**config.mk**
```make
export PLATFORM = sky130hd
export DESIGN_NAME = mul_div_unit_flat
export DESIGN_NICKNAME = d
export VERILOG_FILES = /design/src/rtl/mul_div_unit_pkg.sv /design/src/rtl/mul_div_unit_if.sv /design/src/rtl/mul_div_unit.sv /design/src/flat_wrapper.sv
export SDC_FILE = /design/constraint.sdc
export NUM_CORES = 1
export LEC_CHECK = 0
export CORE_ASPECT_RATIO = 1.2
export CORE_UTILIZATION = 56
export CTS_BUF_LIST = sky130_fd_sc_hd__clkbuf_8
export CTS_CLUSTER_SIZE = 40
export DETAILED_ROUTE_END_ITERATION = 7
export MAX_ROUTING_LAYER = met4
export PLACE_DENSITY_LB_ADDON = 0.12
export SKIP_LAST_GASP = 1
export SLEW_MARGIN = 20
export SYNTH_ARGS = -nofsm -noshare
export SYNTH_HDL_FRONTEND = slang
export SYNTH_SLANG_ARGS = --single-unit
```
**constraint.sdc**
```tcl
create_clock -name clk -period 6.45 [get_ports clk]
set_input_delay 1.29 -clock clk [delete_from_list [all_inputs] [get_ports clk]]
set_output_delay 1.29 -clock clk [all_outputs]
set_load 0.05 [all_outputs]
```
**src/rtl/mul_div_unit_pkg.sv**
```systemverilog
// mul_div_unit_pkg
//   Shared types for the CPU32 multiply/divide engine.
//   - mdu_op_e    : op encoding shared with the instruction decoder
//   - mdu_state_e : engine sequencing states
//   - mdu_is_div  : true for the divide family (DIVU/REMU)
package mul_div_unit_pkg;

  localparam int MDU_WIDTH = 32;

  typedef enum logic [1:0] {
    MDU_MUL   = 2'b00,
    MDU_MULHU = 2'b01,
    MDU_DIVU  = 2'b10,
    MDU_REMU  = 2'b11
  } mdu_op_e;

  typedef enum logic [1:0] {
    IDLE = 2'b00,
    RUN  = 2'b01,
    DONE = 2'b10
  } mdu_state_e;

  // Divide ops share bit 1 of the encoding.
  function automatic logic mdu_is_div(input mdu_op_e op);
    return op[1];
  endfunction

endpackage

```
**src/rtl/mul_div_unit_if.sv**
```systemverilog
// mul_div_unit_if
//   Issue/result bundle between execute-stage control and the multiply/divide engine.
//   start, op, left, right : request from control (master)
//   busy, done, out        : status and result from the engine (slave)
interface mul_div_unit_if;
  import mul_div_unit_pkg::*;

  logic        start;
  mdu_op_e     op;
  logic [31:0] left;
  logic [31:0] right;
  logic        busy;
  logic        done;
  logic [31:0] out;

  modport master (
    output start, op, left, right,
    input  busy, done, out
  );

  modport slave (
    input  start, op, left, right,
    output busy, done, out
  );

endinterface

```
**src/rtl/mul_div_unit.sv**
```systemverilog
// mul_div_unit
//   Radix-2 unsigned multiply/divide engine, one result bit per clock, fixed latency
//   of ITERS iterations after the accept edge for every op and operand value.
// Ports
//   clk   : rising-edge clock
//   reset : asynchronous active-high reset, discards any op in flight
//   bus   : mul_div_unit_if.slave (start/op/left/right in, busy/done/out back)
//
// state | meaning
// ------+------------------------------------------------------------
// IDLE  | waiting for start
// RUN   | iterating, busy=1, start ignored
// DONE  | one-cycle done strobe; a start here is accepted back-to-back
module mul_div_unit
  import mul_div_unit_pkg::*;
#(
  parameter int ITERS = MDU_WIDTH
) (
  input logic             clk,
  input logic             reset,
  mul_div_unit_if.slave   bus
);

  localparam int CW = $clog2(ITERS);
  localparam logic [CW-1:0] COUNT_LOAD = CW'(ITERS - 1);

  mdu_state_e     state;
  mdu_op_e        op_r;
  logic [CW-1:0]  count;
  logic [32:0]    acc_hi;   // MUL: high product half + carry slot; DIV: partial remainder
  logic [31:0]    acc_lo;   // MUL: low product / multiplier bits; DIV: dividend in, quotient out
  logic [31:0]    divisor;  // right operand for both families
  logic [31:0]    out_r;

  logic           div_mode;
  logic [32:0]    rem_sh;
  logic [32:0]    add_a;
  logic [32:0]    add_b;
  logic           add_cin;
  logic [33:0]    add_sum;
  logic           rem_ge;
  logic [32:0]    hi_nx;
  logic [31:0]    lo_nx;
  logic [31:0]    result;

  assign div_mode = mdu_is_div(op_r);
  assign rem_sh   = {acc_hi[31:0], acc_lo[31]};

  // Single 33-bit adder shared by both families. For divide it computes
  // rem_sh - divisor as rem_sh + ~divisor + 1; the carry out of bit 33 is then
  // the "no borrow" flag, i.e. rem_sh >= divisor.
  always_comb begin
    add_a   = '0;
    add_b   = '0;
    add_cin = 1'b0;
    if (div_mode) begin
      add_a   = rem_sh;
      add_b   = ~{1'b0, divisor};
      add_cin = 1'b1;
    end else begin
      add_a   = {1'b0, acc_hi[31:0]};
      add_b   = acc_lo[0] ? {1'b0, divisor} : 33'd0;
      add_cin = 1'b0;
    end
    add_sum = {1'b0, add_a} + {1'b0, add_b} + {33'd0, add_cin};
  end

  always_comb begin
    rem_ge = 1'b0;
    hi_nx  = '0;
    lo_nx  = '0;
    if (div_mode) begin
      rem_ge = add_sum[33];
      hi_nx  = rem_ge ? add_sum[32:0] : rem_sh;
      lo_nx  = {acc_lo[30:0], rem_ge};
    end else begin
      // Shift {carry, hi, lo} right by one.
      hi_nx  = {1'b0, add_sum[32:1]};
      lo_nx  = {add_sum[0], acc_lo[31:1]};
    end
  end

  always_comb begin
    result = '0;
    unique case (op_r)
      MDU_MUL:   result = lo_nx;
      MDU_MULHU: result = hi_nx[31:0];
      MDU_DIVU:  result = lo_nx;
      MDU_REMU:  result = hi_nx[31:0];
      default:   result = '0;
    endcase
  end

  always_ff @(posedge clk or posedge reset) begin
    if (reset) begin
      state   <= IDLE;
      op_r    <= MDU_MUL;
      count   <= '0;
      acc_hi  <= '0;
      acc_lo  <= '0;
      divisor <= '0;
      out_r   <= '0;
    end else begin
      unique case (state)
        IDLE, DONE: begin
          if (bus.start) begin
            state   <= RUN;
            op_r    <= bus.op;
            count   <= COUNT_LOAD;
            acc_hi  <= '0;
            acc_lo  <= bus.left;
            divisor <= bus.right;
          end else begin
            state <= IDLE;
          end
        end
        RUN: begin
          acc_hi <= hi_nx;
          acc_lo <= lo_nx;
          if (count == '0) begin
            out_r <= result;
            state <= DONE;
          end else begin
            count <= count - 1'b1;
          end
        end
        default: state <= IDLE;
      endcase
    end
  end

  assign bus.busy = (state == RUN);
  assign bus.done = (state == DONE);
  assign bus.out  = out_r;

endmodule

```
**src/flat_wrapper.sv**
```systemverilog
// flat-port wrapper written by rule: the top's interface ports become plain ports
module mul_div_unit_flat import mul_div_unit_pkg::*;
#(
  parameter int ITERS = MDU_WIDTH
)
  (clk, reset, bus_start, bus_op, bus_left, bus_right, bus_busy, bus_done, bus_out);
  mul_div_unit_if bus_i ();
  input logic clk;
  input logic reset;
  input wire logic [$bits(bus_i.start)-1:0] bus_start;
  input wire logic [$bits(bus_i.op)-1:0] bus_op;
  input wire logic [$bits(bus_i.left)-1:0] bus_left;
  input wire logic [$bits(bus_i.right)-1:0] bus_right;
  output wire logic [$bits(bus_i.busy)-1:0] bus_busy;
  output wire logic [$bits(bus_i.done)-1:0] bus_done;
  output wire logic [$bits(bus_i.out)-1:0] bus_out;
  assign bus_i.start = bus_start;
  assign bus_i.op = bus_op;
  assign bus_i.left = bus_left;
  assign bus_i.right = bus_right;
  assign bus_busy = bus_i.busy;
  assign bus_done = bus_i.done;
  assign bus_out = bus_i.out;
  mul_div_unit #(.ITERS(ITERS)) u_core (.clk(clk), .reset(reset), .bus(bus_i));
endmodule
```
==> impl_results.md <==
* Total of max-cap violations at 0
* Longest Clk Path Bufs at 2
* Initial drt markers at 601
* Final Hold Viols at 0
* Fraction of registers with async set/reset at 100.0%
* Most common cell after layout, fill and taps aside: nand2_1
* Status: completed
* DRC errors left at 0
* Via/cell ratio at 6.105
* Vias at 8,266
* Yosys top cell area share at 37.03%
* Cts hold-fix bufs at 0
* Share of layout cells above drive strength 1 at 9.370%
* GR Overflow Total at 0
* TNS Setup at 0 ns
* Min-delay worst type: flop to flop
* Setup Crit Path Kind: flop to flop
* Tmin final at 5.033 ns
* Post-CTS setup buffers at 0
* Syn. warnings at 0
* Area leader, netlist: dfrtp_1
* Synth top area cells: dfrtp_1 (37%), nand2_1 (7.9%), mux2i_1 (5.6%)
* Height of the die at 142.9 um
* Sequential area share after synthesis at 37.03%
* Final Cycle Share at 78.03%
* Die Area at 0.01705 mm^2
* Worst-path maximum fanout at 45
* Die Wd at 119.4 um
* Final Skew at 0.01225 ns
* RSZ-0062 raised after global routing: false
* Post-route antenna net violation count at 0
* Post-cts resize count at 0
* Layout area overhead at 16.91%
* CTS Sinks at 137
* Clock Latency Late Sink at 0.47 ns
* Vias in the first global route at 7,894
* Clock Tree Root: clkbuf_8
* Ys flop type: dfrtp_1
* First-pass GRT wire length at 41.54 mm
* Pin count of the biggest net entering global routing at 93
* TritonCTS Buffers at 17
* Cells after synthesis at 1,066
* Post-Syn Area per Cell at 8.686 um^2
* Initial Util at 57.13%
* Final setup viols at 0
* Total global-route track usage at 32.00%
* TritonCTS clock tree: yes
* Critical Path End Type: flop
* R2R cell count at 14
* Post-synth EDFFs at 0
* Ports at 103
* H-Tree Depth at 4
* Routability cong. at 0.9469
* WP data arrival at 5.39 ns
* I/O Buffers at 102
* Core area at 0.01621 mm^2
* Crit start category: flop
* Drt total wl at 25.34 mm
* Slew headroom at 41.92%
* Max-slew violations at 0
* FP Rows at 51
* #FFs+latches synth at 137
* Worst Tran Pin Value at 0.8712 ns
* Mapped cell area at 0.009259 mm^2
* Clk slew on worst S/H paths at 0.08 ns
* Hold depth at 2
* Post-synth net total at 1,171
* Most frequent cells in the layout: nand2_1 (194), dfrtp_1 (136), clkdlybuf4s50_1 (102), a21oi_1 (74), o21ai_0 (63)
* Count of cell types in the netlist at 71
* Antenna violations before repair at 0
* Fmax at 198.7 MHz
* DP Wirelength at 17.68 mm
* Worst endpoint required time at 6.80 ns
* Ant diodes at 0
* DRT Pass-1 Iters at 5
* Fin nets at 1,235
* WL per Instance at 18.72 um
-- stage by stage --
step	utilization [%]	std cells	hold slack [ns]	setup slack [ns]	instance area, um^2
2_1_floorplan	-	1066	0.4622	1.492	9259
3_3_place_gp	64.14	1323	0.4738	1.532	10400
3_5_place_dp	64.14	1323	0.4806	1.468	10400
4_1_cts	66.75	1354	0.5010	1.395	10820
5_1_grt	66.78	1354	0.5151	1.026	10820
6_report	66.78	1354	0.4962	1.417	10820
-- final timing paths --
check / startpoint / endpoint / slack (ns)
worst min-delay path: u_core.divisor[14]$_DFFE_PP0P_ / u_core.divisor[14]$_DFFE_PP0P_ / 0.50
worst max-delay path: u_core.op_r[1]$_DFFE_PP0P_ / u_core.bus.out[5]$_DFFE_PP0P_ / 1.42
worst min register to register: u_core.divisor[14]$_DFFE_PP0P_ / u_core.divisor[14]$_DFFE_PP0P_ / 0.50
worst max register to register: u_core.op_r[1]$_DFFE_PP0P_ / u_core.bus.out[5]$_DFFE_PP0P_ / 1.42
max in group asynchronous: reset / u_core.acc_hi[17]$_DFFE_PP0P_ / 3.99
min in group asynchronous: reset / u_core.acc_lo[6]$_DFFE_PP0P_ / 1.35
-- area by class of cell --
| type | count | area [um^2] |
|---|---|---|
| multi-input cells | 837 | 5490 |
| flip-flops and latches | 137 | 3432 |
| fillers | 1382 | 5384 |
| clock buffers | 17 | 234.0 |
| inverters | 20 | 80.08 |
| clock inverters | 14 | 188.9 |
| well taps | 212 | 265.3 |
| repair buffers | 117 | 1134 |
-- registers in the layout, summed over array words and instances, names as in the netlist --
register        cells
u_core.acc_hi      32
u_core.count        5
u_core.state        2
u_core.divisor     32
u_core.acc_lo      32
u_core.op_r         2
u_core.bus.out     32
-- kinds of logic (layout without fill, tap and decap cells) --
group	after synthesis	in the layout	synth area share, %
xor+xnor	27	27	2.554
fa+ha+maj	36	36	5.027
buf+inv	92	168	3.946
simple gates	361	361	17.30
mux	94	94	10.85
compound gates	319	319	23.30
flops	137	137	37.03
-- layer usage --
metal	track usage (%)	wire length, um
met5	-	0
met4	8.684	393
met2	48.71	11540
met1	44.75	11930
met3	4.553	1479
-- worst max-delay path, stage by stage (launching register included) --
cell and delay, ns:
dfrtp_4 0.73, clkinv_1 0.67, buf_4 0.48, o21ai_0 0.21
ha_1 0.32, a21oi_1 0.16, and3b_1 0.23, o31ai_4 0.24
a31oi_2 0.19, o31ai_4 0.25, buf_4 0.49, mux2_2 0.40
nand2_1 0.06, o21ai_1 0.10, a221o_1 0.35
-- Yosys cell counts (7+ instances only) --
cell type and count:
nor2_1 56, clkbuf_1 49, o21ai_1 25, mux2_2 38, xnor2_1 17, nand3_1 17
o31ai_1 10, mux2i_1 52, nor2b_1 8, a211oi_1 23, a21o_1 13, o21ai_0 63
a31oi_1 10, a21oi_1 74, inv_1 18, a221o_1 21, nand2_1 194, buf_1 16
dfrtp_1 137, and2_1 16, a22oi_1 11, xor2_1 10, a22o_1 18, ha_1 34
nor3_1 33, o21a_1 7
Power is left out: the tool's default activity adds up to more than one toggle a clock period on the data nets, which glitch-free logic cannot reach.
